`src/rtl/pmod_capture_pkg.sv`:
```
// Shared constants for the Pmod GPIO capture path: row/pin widths, bit
// placement of the two header rows, and the tristate values that keep every
// Pmod pin configured as an input.
package pmod_capture_pkg;

    localparam int ROW_W   = 4;
    localparam int PIN_W   = 8;
    localparam int TOP_LSB = 0;
    localparam int BOT_LSB = 4;

    localparam logic [ROW_W-1:0] TRI_T_INPUT = 4'hF;
    localparam logic [ROW_W-1:0] TRI_O_ZERO  = 4'h0;

endpackage

```
`src/rtl/pmod_capture_debounce.sv`:
```
// One-bit capture lane: 2-FF synchroniser followed by an optional debounce
// counter and the accepted (stable) value. rise_o/fall_o are combinational
// strobes that are high in the cycle the stable value is about to change, so
// the parent can update its flags on the same edge as the stable register.
// Optional feature macro: PMOD_CAPTURE_DEBOUNCE_EN (defined -> counter filter,
// undefined -> stable follows the synchroniser every cycle).
module pmod_capture_debounce #(
    parameter int DEBOUNCE_CYCLES = 16
) (
    input  logic clk,
    input  logic resetn,
    input  logic pin_i,
    output logic stable_o,
    output logic stable_nx_o,
    output logic rise_o,
    output logic fall_o
);

    logic sync1_q, sync2_q;
    logic stable_q, stable_d;

`ifdef PMOD_CAPTURE_DEBOUNCE_EN
    localparam int CNT_W = $clog2(DEBOUNCE_CYCLES + 1);

    logic [CNT_W-1:0] cnt_q, cnt_d;

    // Accept the synced value only after it has differed for DEBOUNCE_CYCLES cycles.
    always_comb begin
        stable_d = stable_q;
        cnt_d    = cnt_q;
        if (sync2_q == stable_q) begin
            cnt_d = '0;
        end else if (cnt_q == CNT_W'(DEBOUNCE_CYCLES - 1)) begin
            stable_d = sync2_q;
            cnt_d    = '0;
        end else begin
            cnt_d = cnt_q + CNT_W'(1);
        end
    end

    // Debounce counter register.
    always_ff @(posedge clk or negedge resetn) begin
        if (!resetn) cnt_q <= '0;
        else         cnt_q <= cnt_d;
    end
`else
    // No filtering: the stable value tracks the synchroniser output directly.
    always_comb begin
        stable_d = sync2_q;
    end
`endif

    // Synchroniser and stable register.
    always_ff @(posedge clk or negedge resetn) begin
        if (!resetn) begin
            sync1_q  <= 1'b0;
            sync2_q  <= 1'b0;
            stable_q <= 1'b0;
        end else begin
            sync1_q  <= pin_i;
            sync2_q  <= sync1_q;
            stable_q <= stable_d;
        end
    end

    assign stable_o    = stable_q;
    assign stable_nx_o = stable_d;
    assign rise_o      = stable_d & ~stable_q;
    assign fall_o      = ~stable_d & stable_q;

endmodule

```
`src/rtl/pmod_gpio_capture.sv`:
```
// Pmod GPIO capture: synchronises/debounces the 8 Pmod pins, drives the clean
// value to AXI GPIO, keeps sticky edge flags with a masked interrupt, and
// emits a 1-deep AXI-Stream change event with a sticky overflow flag.
// Optional feature macro: PMOD_CAPTURE_DEBOUNCE_EN.
module pmod_gpio_capture
    import pmod_capture_pkg::*;
#(
    parameter int DEBOUNCE_CYCLES = 16
) (
    input  logic             clk,
    input  logic             resetn,
    input  logic [ROW_W-1:0] pin_top_tri_i,
    input  logic [ROW_W-1:0] pin_bottom_tri_i,
    output logic [ROW_W-1:0] pin_top_tri_t,
    output logic [ROW_W-1:0] pin_top_tri_o,
    output logic [ROW_W-1:0] pin_bottom_tri_t,
    output logic [ROW_W-1:0] pin_bottom_tri_o,
    output logic [PIN_W-1:0] gpio_tri_i,
    output logic [PIN_W-1:0] edge_rise,
    output logic [PIN_W-1:0] edge_fall,
    input  logic [PIN_W-1:0] edge_clr,
    input  logic [PIN_W-1:0] irq_mask,
    output logic             irq,
    output logic [PIN_W-1:0] m_axis_tdata,
    output logic             m_axis_tvalid,
    input  logic             m_axis_tready,
    output logic             overflow,
    input  logic             overflow_clr
);

    logic [PIN_W-1:0] pin_vec;
    logic [PIN_W-1:0] stable_q, stable_nx, rise_p, fall_p;

    logic [PIN_W-1:0] edge_rise_q, edge_rise_d;
    logic [PIN_W-1:0] edge_fall_q, edge_fall_d;
    logic             irq_q, irq_d;
    logic [PIN_W-1:0] tdata_q, tdata_d;
    logic             tvalid_q, tvalid_d;
    logic             overflow_q, overflow_d;
    logic             change;

    assign pin_vec[TOP_LSB +: ROW_W] = pin_top_tri_i;
    assign pin_vec[BOT_LSB +: ROW_W] = pin_bottom_tri_i;

    for (genvar i = 0; i < PIN_W; i++) begin : g_lane
        pmod_capture_debounce #(
            .DEBOUNCE_CYCLES(DEBOUNCE_CYCLES)
        ) u_lane (
            .clk        (clk),
            .resetn     (resetn),
            .pin_i      (pin_vec[i]),
            .stable_o   (stable_q[i]),
            .stable_nx_o(stable_nx[i]),
            .rise_o     (rise_p[i]),
            .fall_o     (fall_p[i])
        );
    end

    assign change = |(rise_p | fall_p);

    // Sticky flags (new edge beats clear), irq from the current flags, and the
    // stream holding register that never changes tdata while a beat is pending.
    always_comb begin
        edge_rise_d = (edge_rise_q & ~edge_clr) | rise_p;
        edge_fall_d = (edge_fall_q & ~edge_clr) | fall_p;
        irq_d       = |((edge_rise_q | edge_fall_q) & irq_mask);
        tdata_d     = tdata_q;
        tvalid_d    = tvalid_q;
        overflow_d  = overflow_q & ~overflow_clr;
        if (change) begin
            if (!tvalid_q || m_axis_tready) begin
                tdata_d  = stable_nx;
                tvalid_d = 1'b1;
            end else begin
                overflow_d = 1'b1;
            end
        end else if (tvalid_q && m_axis_tready) begin
            tvalid_d = 1'b0;
        end
    end

    // Flag, interrupt and stream registers.
    always_ff @(posedge clk or negedge resetn) begin
        if (!resetn) begin
            edge_rise_q <= '0;
            edge_fall_q <= '0;
            irq_q       <= 1'b0;
            tdata_q     <= '0;
            tvalid_q    <= 1'b0;
            overflow_q  <= 1'b0;
        end else begin
            edge_rise_q <= edge_rise_d;
            edge_fall_q <= edge_fall_d;
            irq_q       <= irq_d;
            tdata_q     <= tdata_d;
            tvalid_q    <= tvalid_d;
            overflow_q  <= overflow_d;
        end
    end

    assign pin_top_tri_t    = TRI_T_INPUT;
    assign pin_top_tri_o    = TRI_O_ZERO;
    assign pin_bottom_tri_t = TRI_T_INPUT;
    assign pin_bottom_tri_o = TRI_O_ZERO;
    assign gpio_tri_i       = stable_q;
    assign edge_rise        = edge_rise_q;
    assign edge_fall        = edge_fall_q;
    assign irq              = irq_q;
    assign m_axis_tdata     = tdata_q;
    assign m_axis_tvalid    = tvalid_q;
    assign overflow         = overflow_q;

endmodule
```
`config.mk`:
```
export PLATFORM = sky130hd
export DESIGN_NAME = pmod_gpio_capture
export DESIGN_NICKNAME = d
export VERILOG_FILES = /design/src/rtl/pmod_capture_pkg.sv /design/src/rtl/pmod_capture_debounce.sv /design/src/rtl/pmod_gpio_capture.sv
export SDC_FILE = /design/constraint.sdc
export NUM_CORES = 1
export LEC_CHECK = 0
export BUFFER_PORTS_ARGS = -buffer_cell sky130_fd_sc_hd__buf_2
export CORE_UTILIZATION = 48
export CTS_CLUSTER_DIAMETER = 100
export DETAILED_ROUTE_END_ITERATION = 16
export HOLD_SLACK_MARGIN = 0.06
export PLACE_DENSITY = 0.88
export SYNTH_ARGS = -nofsm -noshare
export SYNTH_HDL_FRONTEND = slang
export SYNTH_SLANG_ARGS = --single-unit
```
`constraint.sdc`:
```
create_clock -name clk -period 2.2 [get_ports clk]
set_input_delay 0.44 -clock clk [delete_from_list [all_inputs] [get_ports clk]]
set_output_delay 0.44 -clock clk [all_outputs]
set_load 0.1 [all_outputs]
```
==> impl_table.tex <==
\begin{tabular}{lr}
\hline
Metric & Value \\
\hline
\multicolumn{2}{l}{\textbf{Synthesis}} \\
Number of enable flip-flop cells after synthesis & 0 \\
Mean instance size in the synthesized netlist & 13.01 um2 \\
Most used standard cell by instance count after synthesis & dfrtp\_1 \\
Count of unique library cells instantiated by Yosys & 17 \\
Area contributors post-synth & dfrtp\_1 (61\%), ha\_1 (9.6\%), buf\_4 (8.7\%) \\
Warnings from Yosys & 0 \\
Cell type with the largest total area after synthesis & dfrtp\_1 \\
Share of the yosys chip area belonging to registers & 0.6130 \\
Post-synthesis sequential element count & 51 \\
Share of flip-flops with an asynchronous set or reset & 1.000 \\
Area of the mapped netlist & 2082 um2 \\
Share of the synthesized area in the top cell type & 0.6130 \\
Most used flip-flop cell after synthesis & dfrtp\_1 \\
Synth top cells by count & dfrtp\_1 (51), inv\_1 (25), buf\_4 (24) \\
Post-synthesis cell count & 160 \\
\multicolumn{2}{l}{\textbf{Clock tree}} \\
Number of buffers inserted by hold repair at cts & 0 \\
Root cell of the clock tree & clkbuf\_8 \\
H-Tree Level Count & 2 \\
CTS-repair resized insts & 0 \\
Worst-case clock buffer depth & 2 \\
Post-CTS Repair Setup Buffers & 0 \\
Clock Pin Slew Worst Setup and Hold Paths & 0.08 ns \\
Number of sinks driven by the clock tree & 51 \\
TritonCTS clock tree & yes \\
Insertion delay of the later-clocked pin in the worst-skew pair & 0.30 ns \\
Total clock buffers created by CTS & 5 \\
\multicolumn{2}{l}{\textbf{Die}} \\
Starting Density & 0.5095 \\
Width of the chip & 67.86 um \\
Placeable core region & 4086 um2 \\
Die area & 4605 um2 \\
Die height & 67.86 um \\
Count of standard-cell rows & 23 \\
Top Ports & 79 \\
\multicolumn{2}{l}{\textbf{Global routing}} \\
Global-route wire length before repair & 5.382 mm \\
Overall track demand over capacity in global routing & 0.1707 \\
Remaining global-route overflow & 0 \\
Number of global-route vias before repair & 1182 \\
Antenna violations before repair & 0 \\
Largest net degree at the start of global routing & 25 \\
\multicolumn{2}{l}{\textbf{Setup path}} \\
CP delay by family, top & flip-flops \\
Sequence of cells on the critical path & inv\_1, ha\_1, nand4\_1, o21ai\_4, mux2\_2 \\
Worst Path Required & 2.39 ns \\
WP data arrival & 1.93 ns \\
Worst Path Class, Setup & reg2reg \\
Number of cell instances on the worst register-to-register path & 5 \\
Number of cells on the critical path & 5 \\
Critical path launch point type & register \\
Worst path buffer plus inverter count & 1 \\
Critical-path top delay cell & dfrtp\_1 \\
Crit Path Max Fanout & 8 \\
Crit. End Element & register \\
Critical path's largest stage delay & 0.39 ns \\
\multicolumn{2}{l}{\textbf{Pwr}} \\
Worst ir drop on vdd & 0.0004320 V \\
Static leakage & 1.389 nW \\
Pwr Density & 927.1 nW/um2 \\
\multicolumn{2}{l}{\textbf{Cells and area}} \\
Diodes inserted & 0 \\
Layout net count & 265 \\
Filler cell count & 342 \\
Area overhead of the layout relative to synthesis & 16.41\% \\
Proportion of layout cells with a drive suffix above 1 & 0.3604 \\
\multicolumn{2}{l}{\textbf{STA}} \\
Smallest hold slack & 0.1042 ns \\
Number of setup violations in the final report & 0 \\
Relative slew slack & 0.6503 \\
Share of the clock period used by the worst path after layout & 0.7903 \\
Highest clock frequency the design can meet & 575.2 MHz \\
Final worst clock skew & 0.001868 ns \\
Unrepaired setup endpoints after global routing & no \\
Setup\_tns & 0 ns \\
Least-Margin Pin Slew & 0.5246 ns \\
Number of hold violations in the final report & 0 \\
Shortest clock period the worst path allows after layout & 1.739 ns \\
Number of max-slew violations in the final report & 0 \\
\multicolumn{2}{l}{\textbf{Run status}} \\
Outcome & finished clean \\
\multicolumn{2}{l}{\textbf{Place}} \\
HPWL Detailed & 2.815 mm \\
PortBufs & 62 \\
Global placer's final weighted congestion & 0.7620 \\
\multicolumn{2}{l}{\textbf{Route}} \\
DRC Markers & 0 \\
Antenna-violating nets left & 0 \\
Total via count after detailed routing & 1222 \\
Routed wirelength normalized by instance count & 12.82 um \\
Initial DRC count & 27 \\
Detailed-route vias per instance & 4.493 \\
WL final & 3.487 mm \\
Detailed Routing Iterations Pass 1 & 3 \\
\multicolumn{2}{l}{\textbf{Job}} \\
Max-cap violations & 0 \\
\multicolumn{2}{l}{\textbf{Min path}} \\
Type of the tightest min-delay check & in2async \\
\hline
\end{tabular}
==> sequential cells by signal, indices dropped and copies added (netlist names) <==
signal and flops:
irq 1, edge_rise 8, m_axis_tvalid 1, edge_fall 8, m_axis_tdata 8, overflow 1
g_lane.u_lane.stable_o 8, g_lane.u_lane.sync1_q 8, g_lane.u_lane.stable_nx_o 8
==> layer usage <==
layer  GRT usage  wire length, um  vias to the layer above
li1            -                -                      591
met1      0.2000             1441                      584
met2      0.2834             1763                       42
met3     0.06167              225                        5
met4     0.07031               57                        0
met5           0                0                        -
==> worst paths after layout <==
| check | endpoint | slack [ns] | startpoint |
|---|---|---|---|
| setup / recovery | m_axis_tdata[2]$_DFFE_PN0P_ | 0.46 | g_lane[0].u_lane.stable_nx_o$_DFF_PN0_ |
| hold / removal | m_axis_tdata[2]$_DFFE_PN0P_ | 0.10 | resetn |
| setup reg to reg | m_axis_tdata[2]$_DFFE_PN0P_ | 0.46 | g_lane[0].u_lane.stable_nx_o$_DFF_PN0_ |
| hold reg to reg | g_lane[2].u_lane.stable_nx_o$_DFF_PN0_ | 0.35 | g_lane[2].u_lane.sync1_q$_DFF_PN0_ |
| max in group asynchronous | edge_fall[1]$_DFF_PN0_ | 1.47 | resetn |
| min in group clk | g_lane[6].u_lane.sync1_q$_DFF_PN0_ | 0.24 | pin_bottom_tri_i[2] |
==> cell usage in the layout, fill, tap and decap left out <==
master and instances:
buf_2 62, dfrtp_1 51, inv_1 25, a21o_1 16, ha_1 16, conb_1 16
o21ai_0 8, mux2_2 7, clkbuf_8 5, nand4_1 3, clkbuf_1 2, buf_4 2
or2_2 1, nand4_2 1, nor2_1 1, nand2b_1 1, o22ai_1 1, o21ai_4 1
mux2_1 1, nand2_1 1, clkinv_2 1
==> cells by family after synthesis <==
group / after synthesis / share of synthesized area
AOI/OAI and AO/OA: 26 / 0.08775
adders and majority gates: 16 / 0.09615
buffers and inverters: 49 / 0.1316
DFF: 51 / 0.6130
muxes: 8 / 0.04327
other: 2 / 0.003607
and+or+nand+nor: 8 / 0.02464
==> per-stage QoR <==
stage / cell area, um2 / setup WS (ns) / utilization / cells / total power, mW
CTS: 2424 / 0.4324 / 0.5931 / 272 / 2.279
floorplan: 2135 / 0.4031 / - / 174 / 1.667
detailed placement: 2342 / 0.4383 / 0.5732 / 264 / 1.766
finish: 2424 / 0.4614 / 0.5931 / 272 / 2.247
global route: 2424 / 0.3438 / 0.5931 / 272 / 2.346
global placement: 2342 / 0.4826 / 0.5732 / 264 / 1.756
==> area by class of cell <==
cell class,instances,area [um2],area share
clock buffer,7,76.32,0.03149
multi-input combinational,74,584.3,0.2411
timing repair buffer,64,325.3,0.1342
tap,50,62.56,0.02581
clock inverter,1,5.005,0.002065
inverter,25,93.84,0.03872
sequential,51,1276,0.5266
==> where the power goes <==
group | switching [mW] | internal (mW) | total (mW)
registers | 0.0435 | 1.00 | 1.05
clock network | 0.281 | 0.223 | 0.505
logic | 0.593 | 0.103 | 0.696
Note: power is estimated with default switching activity, not from simulation.
